**src/rtl/xsim_msg_deframer.sv**
```systemverilog
// rtl/xsim_msg_deframer.sv - recovers portal messages from raw 32-bit beats into a tagged output FIFO
// Optional XSIM_DEFRAMER_STATS_EN adds msg_count/err_count ports.
module xsim_msg_deframer #(
    parameter int FIFO_DEPTH = 4,
    parameter int MAX_WORDS  = 256
) (
    input  logic        CLK,
    input  logic        RST,
    input  logic        in_src_rdy,
    output logic        in_dst_rdy,
    input  logic [31:0] in_beat,
    output logic        out_valid,
    input  logic        out_ready,
    output logic [31:0] out_data,
    output logic [15:0] out_method,
    output logic        out_first,
    output logic        out_last,
    output logic        out_nodata,
    output logic        err
`ifdef XSIM_DEFRAMER_STATS_EN
    ,
    output logic [31:0] msg_count,
    output logic [31:0] err_count
`endif
);

    localparam int AW = $clog2(FIFO_DEPTH);
    localparam int CW = AW + 1;

    typedef enum logic [1:0] {S_HDR, S_PAY, S_DISCARD} state_t;

    typedef struct packed {
        logic [31:0] data;
        logic [15:0] method;
        logic        first;
        logic        last;
        logic        nodata;
    } entry_t;

    state_t        state, state_n;
    logic [15:0]   rem, rem_n;
    logic [15:0]   method, method_n;
    logic          first_pend, first_pend_n;
    logic          err_q, err_n;
    logic          push, pop, accept;
    entry_t        push_entry, head;
    entry_t        mem [FIFO_DEPTH];
    logic [AW-1:0] rd_ptr, wr_ptr;
    logic [CW-1:0] count;
    logic [15:0]   len;

    assign len        = in_beat[15:0];
    assign in_dst_rdy = !RST && ((state == S_DISCARD) || (count < CW'(FIFO_DEPTH)));
    assign accept     = in_src_rdy && in_dst_rdy;
    assign out_valid  = !RST && (count != '0);
    assign pop        = out_valid && out_ready;
    assign head       = mem[rd_ptr];
    assign out_data   = out_valid ? head.data   : 32'd0;
    assign out_method = out_valid ? head.method : 16'd0;
    assign out_first  = out_valid && head.first;
    assign out_last   = out_valid && head.last;
    assign out_nodata = out_valid && head.nodata;
    assign err        = err_q && !RST;

    always_comb begin
        state_n      = state;
        rem_n        = rem;
        method_n     = method;
        first_pend_n = first_pend;
        push         = 1'b0;
        push_entry   = '0;
        err_n        = 1'b0;
        if (accept) begin
            case (state)
                S_HDR: begin
                    method_n = in_beat[31:16];
                    rem_n    = len - 16'd1;
                    if (len == 16'd0) begin
                        err_n = 1'b1;
                        rem_n = 16'd0;
                    end else if (len == 16'd1) begin
                        push       = 1'b1;
                        push_entry = '{data: 32'd0, method: in_beat[31:16],
                                       first: 1'b1, last: 1'b1, nodata: 1'b1};
                    end else if (int'(len) > MAX_WORDS) begin
                        err_n   = 1'b1;
                        state_n = S_DISCARD;
                    end else begin
                        first_pend_n = 1'b1;
                        state_n      = S_PAY;
                    end
                end
                S_PAY: begin
                    push         = 1'b1;
                    push_entry   = '{data: in_beat, method: method, first: first_pend,
                                     last: (rem == 16'd1), nodata: 1'b0};
                    first_pend_n = 1'b0;
                    rem_n        = rem - 16'd1;
                    if (rem == 16'd1) state_n = S_HDR;
                end
                S_DISCARD: begin
                    rem_n = rem - 16'd1;
                    if (rem == 16'd1) state_n = S_HDR;
                end
                default: state_n = S_HDR;
            endcase
        end
    end

    always_ff @(posedge CLK) begin
        if (RST) begin
            state      <= S_HDR;
            rem        <= 16'd0;
            method     <= 16'd0;
            first_pend <= 1'b0;
            err_q      <= 1'b0;
            rd_ptr     <= '0;
            wr_ptr     <= '0;
            count      <= '0;
        end else begin
            state      <= state_n;
            rem        <= rem_n;
            method     <= method_n;
            first_pend <= first_pend_n;
            err_q      <= err_n;
            if (push) wr_ptr <= wr_ptr + AW'(1);
            if (pop)  rd_ptr <= rd_ptr + AW'(1);
            count <= count + CW'(push) - CW'(pop);
        end
    end

    // Storage needs no reset: the head is masked whenever the FIFO is empty.
    always_ff @(posedge CLK) begin
        if (push && !RST) mem[wr_ptr] <= push_entry;
    end

`ifdef XSIM_DEFRAMER_STATS_EN
    always_ff @(posedge CLK) begin
        if (RST) begin
            msg_count <= 32'd0;
            err_count <= 32'd0;
        end else begin
            if (pop && head.last) msg_count <= msg_count + 32'd1;
            if (err)              err_count <= err_count + 32'd1;
        end
    end
`endif

endmodule
```
**config.mk**
```make
export PLATFORM = sky130hd
export DESIGN_NAME = xsim_msg_deframer
export DESIGN_NICKNAME = d
export VERILOG_FILES = /design/src/rtl/xsim_msg_deframer.sv
export SDC_FILE = /design/constraint.sdc
export NUM_CORES = 1
export LEC_CHECK = 0
export BUFFER_PORTS_ARGS = -buffer_cell sky130_fd_sc_hd__buf_2
export CAP_MARGIN = 20
export CORE_UTILIZATION = 55
export CTS_CLUSTER_DIAMETER = 60
export DETAILED_ROUTE_END_ITERATION = 12
export GPL_ROUTABILITY_DRIVEN = 0
export PLACE_DENSITY_LB_ADDON = 0.1
export SLEW_MARGIN = 20
export SYNTH_ARGS = -nofsm -noshare
export SYNTH_HDL_FRONTEND = slang
export SYNTH_SLANG_ARGS = --single-unit
```
**constraint.sdc**
```tcl
create_clock -name CLK -period 6.84 [get_ports CLK]
set_clock_uncertainty 0.05 [all_clocks]
set_input_delay 0 -clock CLK [delete_from_list [all_inputs] [get_ports CLK]]
set_output_delay 0 -clock CLK [all_outputs]
set_load 0.005 [all_outputs]
```
==> results of run 1 <==
worst min-delay path by stage:
| stage | startpoint | to | slack [ps] |
|---|---|---|---|
| 2_1_floorplan | in_beat[16] | method[0] | 90 |
| 3_3_place_gp | in_beat[26] | method[10] | 230 |
| 3_5_place_dp | in_beat[29] | method[13] | 240 |
| 4_1_cts | in_beat[26] | method[10] | 260 |
| 5_1_grt | in_beat[26] | method[10] | 290 |
| 6_report | in_beat[26] | method[10] | 280 |
routing by layer:
layer,global-route usage [%],wire length (um)
met1,29.72,9633
met2,41.25,11510
met3,3.206,1087
met4,6.735,487
met5,0,0
sequential cells by signal, indices dropped and copies added (netlist names), named ones only:
name,flops
state,2
first_pend,1
method,16
err_q,1
count,3
rd_ptr,2
rem,16
mem,204
wr_ptr,2
cell type report:
class                   instances  area (um^2)  share of cell area, %
clock inverters                12        62.56                 0.4956
clock buffers                  33        665.6                  5.274
repair buffers                138        914.6                  7.246
multi-input cells             423         3558                  28.19
flip-flops and latches        249         7032                  55.71
well taps                     260        325.3                  2.577
inverters                      17        63.81                 0.5056
report_power, final:
part	internal (mW)	switching, mW	total [mW]	leakage (nW)
combinational	0.288	0.333	0.621	1.78
clock	0.684	0.534	1.22	0.352
sequential	1.65	0.0372	1.69	2.58
placed cells by master (no fill, tap or decap), types with 3 or more instances in the layout:
master / count
edfxtp_1: 204
buf_2: 89
and2_1: 87
nand2_1: 55
mux4_2: 51
dfxtp_1: 43
nor2_1: 42
dlygate4sd3_1: 39
clkbuf_16: 25
a21oi_1: 24
a22oi_1: 18
inv_1: 15
ha_1: 15
xnor2_1: 13
nand3_1: 10
o21ai_0: 10
buf_4: 9
nor3_1: 8
xor2_1: 8
nor4_1: 7
clkbuf_1: 7
a31oi_1: 6
clkinv_1: 6
nor2b_1: 4
nor2b_4: 4
nand4_1: 4
or3_1: 4
a211oi_1: 4
o31a_1: 4
clkinv_2: 4
o211ai_1: 3
mux2i_1: 3
a311oi_1: 3
logic make-up after synthesis:
| family | synth area share, % |
|---|---|
| flops | 65.30 |
| fa+ha+maj | 1.930 |
| simple gates | 12.58 |
| buf+inv | 2.174 |
| xor+xnor | 1.709 |
| mux | 10.95 |
| compound gates | 5.349 |
tightest hold or removal path, cell delays in order:
cell and delay, ps:
dlygate4sd3_1 530, buf_2 150, nand2_1 60, a21oi_1 50
timing repair:
action                    4_1_cts  5_1_grt
hold buffers                   39        0
hold endpoints to repair      184        0
buffers inserted                0        0
through the flow:
stage / util, % / cells / hold WS, ps
2_1_floorplan: - / 726 / 85.96
3_3_place_gp: 60.61 / 1048 / 232.4
3_5_place_dp: 60.61 / 1048 / 240.7
4_1_cts: 66.51 / 1132 / 260.1
5_1_grt: 66.59 / 1132 / 286.5
6_report: 66.59 / 1132 / 284.5
==> impl.org, run 1 <==
** Die
- The total area inside the core boundary comes to 0.01896 mm^2.
- Die Footprint :: 0.02013 mm^2
- For this configuration, the core starts out at a cell density of 56.77%.
- In this run the core area contains 50 standard-cell rows.
- Width of the die :: 141.9 um
- The floorplan step set the die height to 141.9 um.
- Count of boundary I/O pins :: 90

** Timing
- For the pin with the worst max-slew slack, the measured transition is 850.3 ps.
- Dividing the final minimum period by the clock period gives 53.12%.
- Setup violations remaining at the end of the flow were counted as 0.
- Unrepaired setup endpoints after global routing :: no
- Endpoints failing hold :: 0
- Setup total negative slack on the finished layout was measured at 0 ps.
- Based on the critical path, the design can be clocked at up to 275.2 MHz.
- Once routing completed, OpenROAD measured the worst setup slack at 3206 ps.
- The number of max-slew violations in the final report was 0.
- The clock period could shrink to 3634 ps.
- Headroom to the max-slew limit came out at 43.20%.

** Route
- The routed design has 22.72 mm of wire.
- Number of vias per cell after detailed routing :: 5.768
- The routed layout has 6529 vias.
- Routed wire per std cell :: 20.07 um
- The detailed router finished its first iteration with 467 violations.
- The count of nets left with antenna violations once routing finished came out at 0.
- After detailed routing, the number of remaining DRC violations is 0.
- Total iterations of the first detailed-routing run :: 5

** Clock tree
- Clock-pin slew was measured on the worst setup and hold paths at 60 ps.
- Htree depth :: 1
- Maximum buffer depth of the clock tree :: 3
- TritonCTS built the clock tree.
- Post-CTS repair changed the size of 0 cells.
- The cell sitting at the root of the clock tree is a clkbuf_16.
- Clock buffers created by TritonCTS :: 25
- Latest clock arrival within the worst-skew pair :: 500 ps
- For this design, the sink count on the clock tree is 249.

** Critical path
- Peak fanout along the critical path :: 35
- Destination of the critical timing path :: mem[0][49]
- Critical Path Max Stage Delay :: 770 ps
- STA classifies the critical path startpoint as a register.
- Measured in cells, the most critical reg-to-reg path has a length of 7.
- Worst endpoint data arrival time :: 3730 ps
- The critical path goes through inv_1 -> ha_1 -> nor3b_4 -> buf_4 -> a31oi_2 -> nor2b_4 -> buf_4.
- STA classifies the critical path endpoint as a register.
- Kind of critical path :: reg -> reg
- At the worst endpoint, the required time is 6940 ps.
- Among all stages on the critical path, the largest delay is contributed by nor2b_4.
- By instance count, the cell type seen most on the critical path is buf_4.
- Number of gates on the worst path with buffers counted :: 7
- Top delay family on crit path :: simple AND/OR/NAND/NOR gates
- Launch instance of the worst register-to-register path :: state[1]
- Slack of the worst reg-to-reg path :: 3210 ps
- The critical path contains buffers and inverters numbering 3 combined.
- Crit path from :: state[1]
- In this run the critical register-to-register path is captured at mem[0][49].

** Pwr
- Across the VDD grid, the largest voltage drop is 188.2 uV.
- Power density normalized to cell area :: 279.8 mW/mm^2
- Total power for the finished layout comes to 3.531 mW.
- The analysis attributes to cell leakage a power of 4.704 nW.

** Final layout
- Area Growth Syn to Fin :: 17.30%
- Fill cells in the final layout number 1338.
- With fillers left out, the area of the finished cells amounts to 0.01262 mm^2.
- Proportion of layout cells with a drive suffix above 1 :: 23.39%
- For this run, the post-layout net count is 906.
- 0 antenna diodes ended up in the layout.

** Job
- Max-capacitance violation count :: 0

** Logic synthesis
- Synthesized netlist net count :: 778
- Most common library cells after synthesis :: edfxtp_1, and2_1, nand2_1, mux4_2, dfxtp_1
- Unique masters post-synth :: 58
- Gate count of the mapped netlist :: 726
- In this run the mean area of a mapped cell was 14.82 um^2.
- The Yosys step of the flow raised 0 warnings.
- Number of flip-flops and latches in the synthesized netlist :: 249
- The top cell type by area accounts for 56.93% of the synthesized area.
- Combined area of all synthesized cells :: 0.01076 mm^2
- For this run, the register share of the synthesized area comes to 65.30%.
- Counting flops with a built-in enable in the synthesized netlist gives 204.
- The most common cell in the synthesized netlist is edfxtp_1.
- In the post-synthesis netlist, the biggest area contributors are edfxtp_1, mux4_2, dfxtp_1.
- Proportion of register bits with asynchronous set or reset after synthesis :: 0%
- For this run, the leading register cell type out of synthesis is edfxtp_1.
- Cell type with the largest total area after synthesis :: edfxtp_1

** Placement
- Final HPWL from detailed placement :: 14.39 mm
- The count of buffers added on input and output ports is 89.
- Total placed instance area :: 0.01149 mm^2
- Minimum setup slack after placement :: 3138 ps

** GRT
- The number of global-route vias before repair was 6788.
- Maximum number of pins on one net before global-route repair :: 54
- Gr usage total :: 23.18%
- Global routing finished with a remaining overflow of 0.
- The first global-routing pass estimated 35.51 mm of wire.
- Initial antenna violation count :: 0

** Min path
- The min-delay analysis places its worst path in the category in -> reg.
- Count of cells along the worst hold path :: 4

** Status
- The run finished with clean final reports.
No activity file was read; power rests on OpenSTA's default activity.
==> run 2, diff against run 1 <==
--- a/config.mk
+++ b/config.mk
@@ -5,6 +5,7 @@
 export SDC_FILE = /design/constraint.sdc
 export NUM_CORES = 1
 export LEC_CHECK = 0
+export ABC_AREA = 1
 export BUFFER_PORTS_ARGS = -buffer_cell sky130_fd_sc_hd__buf_2
 export CAP_MARGIN = 20
 export CORE_UTILIZATION = 55
==> constraint.sdc (replaced) <==
create_clock -name CLK -period 3.5 [get_ports CLK]
set_clock_uncertainty 0.05 [all_clocks]
set_input_delay 0 -clock CLK [delete_from_list [all_inputs] [get_ports CLK]]
set_output_delay 0 -clock CLK [all_outputs]
set_load 0.005 [all_outputs]
==> impl.org, run 2 <==
** Timing
- Worst hold slack :: 268.7 ps (-15.74 ps)
- The worst slew margin relative to its limit was 32.46% (-11 points).
- Endpoints failing hold :: 0 (unchanged)
- The number of max-slew violations in the final report came to 0 (unchanged).
- Setup repair after global routing left no endpoint under its margin.
- Portion of the clock cycle consumed by the worst path in the final layout :: 85.59% (+32 points)
- The setup slack of the critical path after layout came to 504.2 ps (-2702 ps).
- The achievable frequency is 333.8 MHz (+21%).
- The minimum clock period is 2996 ps (-638.0 ps).
- The total negative slack came to 0 ps (unchanged).
- Slew @ Worst Pin :: 1013 ps (+162.8 ps)
- Final number of setup-violating endpoints :: 0 (unchanged)

** Logic synthesis
- The number of flip-flops and latches in the synthesized netlist is 249 (unchanged).
- Predominant post-synthesis flop cell :: edfxtp_1
- Summed over all instances, the cell type with the most area after synthesis is edfxtp_1.
- In the post-synthesis netlist, the biggest area contributors are edfxtp_1, nor2_1, dfxtp_1.
- Combined area of all synthesized cells :: 0.01149 mm^2 (+6.8%)
- The number of enable-type register cells in the synthesized netlist is 204 (unchanged).
- Most numerous cell in the Yosys netlist :: nor2_1
- The count of unique library cells instantiated by Yosys was 37 (-36%).
- Gate count of the mapped netlist :: 1201 (+65%)
- Sequential fraction of the synthesis area :: 61.14% (-4.2 points)
- The number of warnings issued by yosys came to 0 (unchanged).
- Most common library cells after synthesis :: nor2_1, edfxtp_1, o21ai_0, inv_1, nand2_1
- The synthesized net count came to 1253 (+61%).
- The proportion of register bits with asynchronous set or reset after synthesis came to 0% (unchanged).
- Area share of the leading cell type in the synthesized netlist :: 53.30% (-3.6 points)
- The post-synthesis area per instance was 9.570 um^2 (-35%).

** Pwr
- Leakage power figure :: 5.451 nW (+16%)
- The highest ir drop seen on vdd is 378.5 uV (+100%).
- Power density normalized to cell area :: 543.3 mW/mm^2 (+94%)

** GRT
- The number of global-route vias before repair came to 8212 (+21%).
- Total overflow reported by the global router :: 0 (unchanged)
- The first-pass GRT wire length came to 42.69 mm (+20%).
- Gr usage total :: 25.30% (+2.1 points)
- Maximum number of pins on one net before global-route repair :: 103 (+91%)
- Initial antenna violation count :: 0 (unchanged)

** Die
- The vertical die dimension is 146.6 um (+3.3%).
- Count of boundary I/O pins :: 90 (unchanged)
- Row cnt :: 52 (+4.0%)
- The core box area is 0.02036 mm^2 (+7.4%).
- Die Footprint :: 0.02148 mm^2 (+6.7%)
- Starting Density :: 56.44% (-0.33 points)
- The die outline width is 146.6 um (+3.3%).

** Clock tree
- The clock-pin slew reported for the worst setup and hold paths after clock tree synthesis is 60 ps (about the same).
- Clock sink count :: 249 (unchanged)
- The clock latency on the worst-skew pair is 520 ps (+20 ps).
- The tree is rooted in a clkbuf_16.
- TritonCTS built the clock tree.
- The H-tree depth came to 1 (unchanged).
- The number of CTS-inserted buffers came to 26 (+4.0%).
- The clock tree buffer depth was 3 (unchanged).

** Route
- The number of remaining DRC errors is 0 (unchanged).
- Number of vias per cell after detailed routing :: 5.319 (-7.8%)
- Number of antenna-violating nets in the routed design :: 0 (unchanged)
- The post-detailed-route wirelength per cell is 16.78 um (-16%).
- The via total after detailed routing came to 8510 (+30%).
- Number of DRC markers in iteration 0 :: 562 (+20%)
- Total iterations of the first detailed-routing run :: 6 (+1)
- The total wire length after detailed routing was 26.85 mm (+18%).

** Min path
- Hold wc startpoint :: in_beat[19]
- Count of cells along the worst hold path :: 4 (unchanged)
- The path class of the tightest hold or removal check is in -> reg.
- For hold timing, the worst endpoint is method[3].

** Critical path
- Top delay family on crit path :: simple AND/OR/NAND/NOR gates
- The peak per-stage delay on the critical path came to 650 ps (-120 ps).
- Critical Path Source Type :: register
- Slack of the worst reg-to-reg path :: 500 ps (-2700 ps)
- Traced cell by cell, the critical path runs through inv_1 -> ha_1 -> nand2_1 -> nor2_4 -> nand4_2 -> nand2_2 -> inv_2 -> nor2_4 -> buf_4.
- The critical path in this run is classified as reg -> reg.
- Peak fanout along the critical path :: 28 (-20%)
- In this run the critical register-to-register path is launched from state[0].
- The number of cell instances on the worst register-to-register path came to 9 (+2).
- R2R Path End :: mem[2][38]
- The number of buffers and inverters on the critical path was 3 (unchanged).
- The data required time of the worst path came to 3620 ps (-3320 ps).
- STA classifies the critical path endpoint as a register.
- CP dominant cell by count :: nor2_4
- Number of gates on the worst path with buffers counted :: 9 (+2)
- The critical path data arrival time came to 3110 ps (-620 ps).
- Slowest-stage cell, CP :: nor2_4

** Status
- The flow ran to the end, and the final reports show no timing, DRC or antenna violations.

** Final layout
- The top cell types in the final layout, fill and taps aside, are nor2_1, edfxtp_1, o21ai_0, inv_1, nand2_1.
- Area Growth Syn to Fin :: 15.69%
- The number of inserted diodes came to 0 (unchanged).
- The net total in the final layout is 1362 (+50%).
- Proportion of layout cells with a drive suffix above 1 :: 14.51% (-8.9 points)
- The flip-flop count of the largest register, all copies and words added is 204 (unchanged).
- Most common library cell in the layout ignoring fill and taps :: nor2_1
- The total non-filler cell area in the finished layout was 0.01330 mm^2 (+5.3%).
- The largest registers in the layout are mem (204), method (16), rem (16).
- mem holds more flip-flops than any other register.

** Placement
- The total placed instance area was 0.01212 mm^2 (+5.5%).
- Port Buffers :: 89 (unchanged)
- Final HPWL from detailed placement :: 16.38 mm (+14%)
- Minimum setup slack after placement :: 502.6 ps (-2636 ps)

** Job
- Max-capacitance violation count :: 0 (unchanged)
run 2: cell count changes after synthesis, sizes merged, moves of 8 or more:
cell,before,now
xnor2,13,0
nor4,9,0
nor2,43,336
nor2b,8,0
o21ai,10,138
nand3,10,39
o22ai,0,16
and2,87,0
mux4,51,0
a22oi,18,0
nand2,55,110
inv,16,126
buf,13,31
a21oi,25,87
run 2: power breakdown:
part / internal (mW) / total, mW / switching (mW) / leakage, nW
logic: 0.426 / 1.31 / 0.883 / 2.59
registers: 3.27 / 3.33 / 0.0583 / 2.47
clock network: 1.49 / 2.59 / 1.09 / 0.397
run 2: per-stage QoR:
stage / utilization (%) / power [mW] / instances
5_1_grt: 65.29 / 7.561 / 1600
3_5_place_dp: 59.53 / 4.658 / 1516
4_1_cts: 65.27 / 7.266 / 1600
2_1_floorplan: - / 4.269 / 1201
6_report: 65.29 / 7.224 / 1600
3_3_place_gp: 59.53 / 4.637 / 1516
run 2: kinds of logic (layout without fill, tap and decap cells):
logic type / count (synthesis) / after routing / synth area share [%]
AO/OA/AOI/OAI: 248 / 248 / 11.65
flip-flops: 249 / 249 / 61.14
AND/OR/NAND/NOR: 494 / 494 / 18.02
XOR/XNOR: 9 / 9 / 0.6859
adder cells (fa/ha/maj): 16 / 16 / 1.807
buffers and inverters: 185 / 314 / 6.706
run 2: worst max path at each step:
| stage | end | start |
|---|---|---|
| 4_1_cts | mem[2][24] | state[0] |
| 6_report | mem[2][38] | state[0] |
| 2_1_floorplan | mem[0][0] | state[0] |
| 5_1_grt | mem[2][24] | state[0] |
| 3_5_place_dp | mem[2][27] | state[0] |
| 3_3_place_gp | mem[2][27] | state[0] |
run 2: routing by layer:
layer | GRT usage, % | routed length, um | part of all wire [%]
met1 | 35.75 | 11980 | 45
met2 | 40.74 | 12490 | 47
met4 | 7.292 | 613 | 2.3
met5 | 0 | 0 | 0
met3 | 3.813 | 1771 | 6.6
run 2: layout make-up:
type                       count  area, um^2
clock buffer                  36       708.2
tap                          270       337.8
inverter                     128       484.2
timing repair buffer         138       907.1
clock inverter                12       101.3
multi-input combinational    767        3726
fill                        1608        7068
sequential                   249        7032
run 2: worst min-delay path, cell delays in order:
cell           delay (ps)
dlygate4sd3_1         510
buf_2                 110
o21ai_0                80
a21oi_1               110
run 2: timing repair:
| action | 4_1_cts | 5_1_grt |
|---|---|---|
| setup endpoints to repair | 0 | 0 |
| gates resized for setup | 0 | 0 |
| endpoints found under the hold margin | 184 | 0 |
| hold buffers | 36 | 0 |
| buffers inserted | 0 | 0 |
==> run 3, diff against run 2 <==
--- a/config.mk
+++ b/config.mk
@@ -8,7 +8,7 @@
 export ABC_AREA = 1
 export BUFFER_PORTS_ARGS = -buffer_cell sky130_fd_sc_hd__buf_2
 export CAP_MARGIN = 20
-export CORE_UTILIZATION = 55
+export CORE_UTILIZATION = 30
 export CTS_CLUSTER_DIAMETER = 60
 export DETAILED_ROUTE_END_ITERATION = 12
 export GPL_ROUTABILITY_DRIVEN = 0
==> impl.org, run 3 (synthesis gave the netlist of run 2 again) <==
** Route
- Number of DRC markers in iteration 0 :: 405 (-28%)
- Number of antenna-violating nets in the routed design :: 0 (unchanged)
- The number of vias per cell after detailed routing was 4.541 (-15%).
- Total iterations of the first detailed-routing run :: 5 (-1)
- The post-detailed-route wirelength per cell is 16.91 um (+0.73%).
- The number of remaining DRC errors is 0 (unchanged).
- Total wire length :: 31.35 mm (+17%)
- Via count :: 8419 (-1.1%)

** Final layout
- Diode insertion count for antenna repair :: 0 (unchanged)
- The library cell used most frequently in the layout, excluding fill and tap cells, is nor2_1.
- Top library cells by usage in the layout, fill and taps aside :: nor2_1, edfxtp_1, o21ai_0, inv_1, nand2_1
- Flip-flop count of the largest register after layout :: 204 (unchanged)
- The largest registers in the layout are mem (204), method (16), rem (16).
- The final core utilization is 36.60% (-29 points).
- Final Net Count :: 1370 (+0.59%)
- Biggest register :: mem
- Area Growth Syn to Fin :: 19.94%
- Proportion of layout cells with a drive suffix above 1 :: 15.34% (+0.83 points)

** Timing
- The share of the cycle needed by the critical path after routing came to 77.91% (-7.7 points).
- The number of max-slew violations in the final report was 0 (unchanged).
- Max frequency :: 366.7 MHz (+9.9%)
- The worst slew margin relative to its limit came to 31.75% (-0.71 points).
- The minimum clock period came to 2727 ps (-268.8 ps).
- The actual slew at the worst max-slew pin came to 1024 ps (+10.67 ps).
- The number of hold violations in the final report came to 0 (unchanged).
- The setup slack of the critical path after layout came to 773.0 ps (+268.8 ps).
- The number of setup violations in the final report is 0 (unchanged).
- The total negative slack came to 0 ps (unchanged).
- Unrepaired setup endpoints after global routing :: no

** Clock tree
- Clock sink count :: 249 (unchanged)
- The number of setup buffers added after CTS is 0 (unchanged).
- The clock-pin slew reported for the worst setup and hold paths after clock tree synthesis came to 60 ps (about the same).
- CTS placed an instance of clkbuf_16 at the clock tree root.
- TritonCTS built the clock tree.
- Latest clock arrival within the worst-skew pair :: 550 ps (+30 ps)
- The number of CTS-inserted buffers is 31 (+19%).
- The clock tree buffer depth came to 3 (unchanged).
- The H-tree depth is 1 (unchanged).

** Critical path
- Top delay family on crit path :: buffers and inverters
- Destination of the critical timing path :: out_data[17]
- Sum of buffers and inverters on the critical path :: 3 (unchanged)
- The peak per-stage delay on the critical path is 620 ps (-30 ps).
- R2R cell count :: 9 (unchanged)
- Traced cell by cell, the critical path runs through inv_2 -> buf_12 -> o21ai_0 -> a21oi_1 -> buf_2.
- The depth of the critical timing path with buffers and inverters included was 5 (-4).
- In this run the critical register-to-register path is launched from state[0].
- The largest individual stage delay along the critical path comes from the cell inv_2.
- Slack of the worst reg-to-reg path :: 990 ps (+490 ps)
- The worst setup path is launched from a register.
- The critical path in this run is classified as reg -> out.
- The data required time of the worst path was 3450 ps (-170 ps).
- The endpoint identified for the worst register-to-register timing path is mem[0][32].
- The critical path data arrival time is 2680 ps (-430 ps).
- CP endpoint kind :: primary output
- The largest fanout on the critical path is 58 (+110%).

** Die
- The number of top-level pins is 90 (unchanged).
- Width of the die :: 197.7 um (+35%)
- The core box area was 0.03767 mm^2 (+85%).
- Die Footprint :: 0.03910 mm^2 (+82%)
- The site row count is 71 (+37%).
- Starting Density :: 30.51% (-26 points)
- Vert. Die Dim :: 197.7 um (+35%)

** GRT
- Gr usage total :: 16.29% (-9.0 points)
- The number of antenna violations at the first check in global routing was 0 (unchanged).
- The final global-route overflow total came to 0 (unchanged).
- Number of global-route vias before repair :: 8339 (+1.5%)
- The largest net degree at the start of global routing is 59 (-43%).
- Global-route wire length before repair :: 48.58 mm (+14%)

** Job
- Max-capacitance violation count :: 0 (unchanged)

** Pwr
- Leakage power figure :: 5.552 nW (+1.8%)
- Maximum vdd drop :: 367.6 uV (-2.9%)
- The power density of the placed cells is 554.1 mW/mm^2 (+2.0%).

** Placement
- Final HPWL from detailed placement :: 19.32 mm (+18%)
- The worst setup slack after placement was 959.3 ps (+456.7 ps).
- The number of input and output port buffers inserted came to 89 (unchanged).

** Status
- Status :: finished, final reports clean

** Min path
- Hold wc startpoint :: RST
- Class of the tightest hold or removal check :: in -> reg
- The hold path depth was 3 (-1).
[run 3: worst min path at each step]
stage	end	slack, ps
after floorplan	err	110
after global placement	count[1]	270
after detailed placement	method[9]	280
after CTS	count[1]	240
after global routing	count[1]	250
final	count[1]	260
[run 3: per-stage QoR]
stage / area (um^2) / hold slack [ps] / std cells / total power, mW
after floorplan: 11490 / 105.8 / 1201 / 4.269
after global placement: 12470 / 269.5 / 1760 / 4.740
after detailed placement: 12470 / 279.9 / 1760 / 4.739
after CTS: 13790 / 242.7 / 1854 / 7.757
after global routing: 13790 / 249.5 / 1854 / 8.057
final: 13790 / 256.3 / 1854 / 7.638
[run 3: power breakdown]
group	total [mW]	internal, mW	switching (mW)
Clock	2.96	1.71	1.25
Combinational	1.34	0.432	0.903
Sequential	3.34	3.27	0.0763
[run 3: final cells by class]
class,instances,area (um^2)
clock inverter,18,103.9
sequential,249,7032
timing repair buffer,141,950.9
multi-input combinational,767,3726
inverter,128,484.2
tap,511,639.4
fill,3913,23880
clock buffer,40,849.6
[run 3: worst register-to-register path: stages (launching register included)]
cell,delay (ps)
dfxtp_1,340
inv_1,90
ha_1,250
nand2_1,140
nor2_4,180
nand4_2,170
nand2_2,140
inv_2,110
nor2_4,370
buf_12,330
[run 3: what timing repair did]
action                    in CTS  in global routing
resized for setup              0                  0
hold endpoints to repair     213                  0
hold buffers                  36                  0
[run 3: per-layer routing]
layer / GRT usage [%] / part of all wire [%] / up-vias
li1: - / - / 4239
met1: 22.66 / 48 / 4005
met2: 27.18 / 47 / 141
met3: 1.942 / 3.6 / 34
met4: 3.417 / 1.4 / 0
met5: 0 / 0 / -
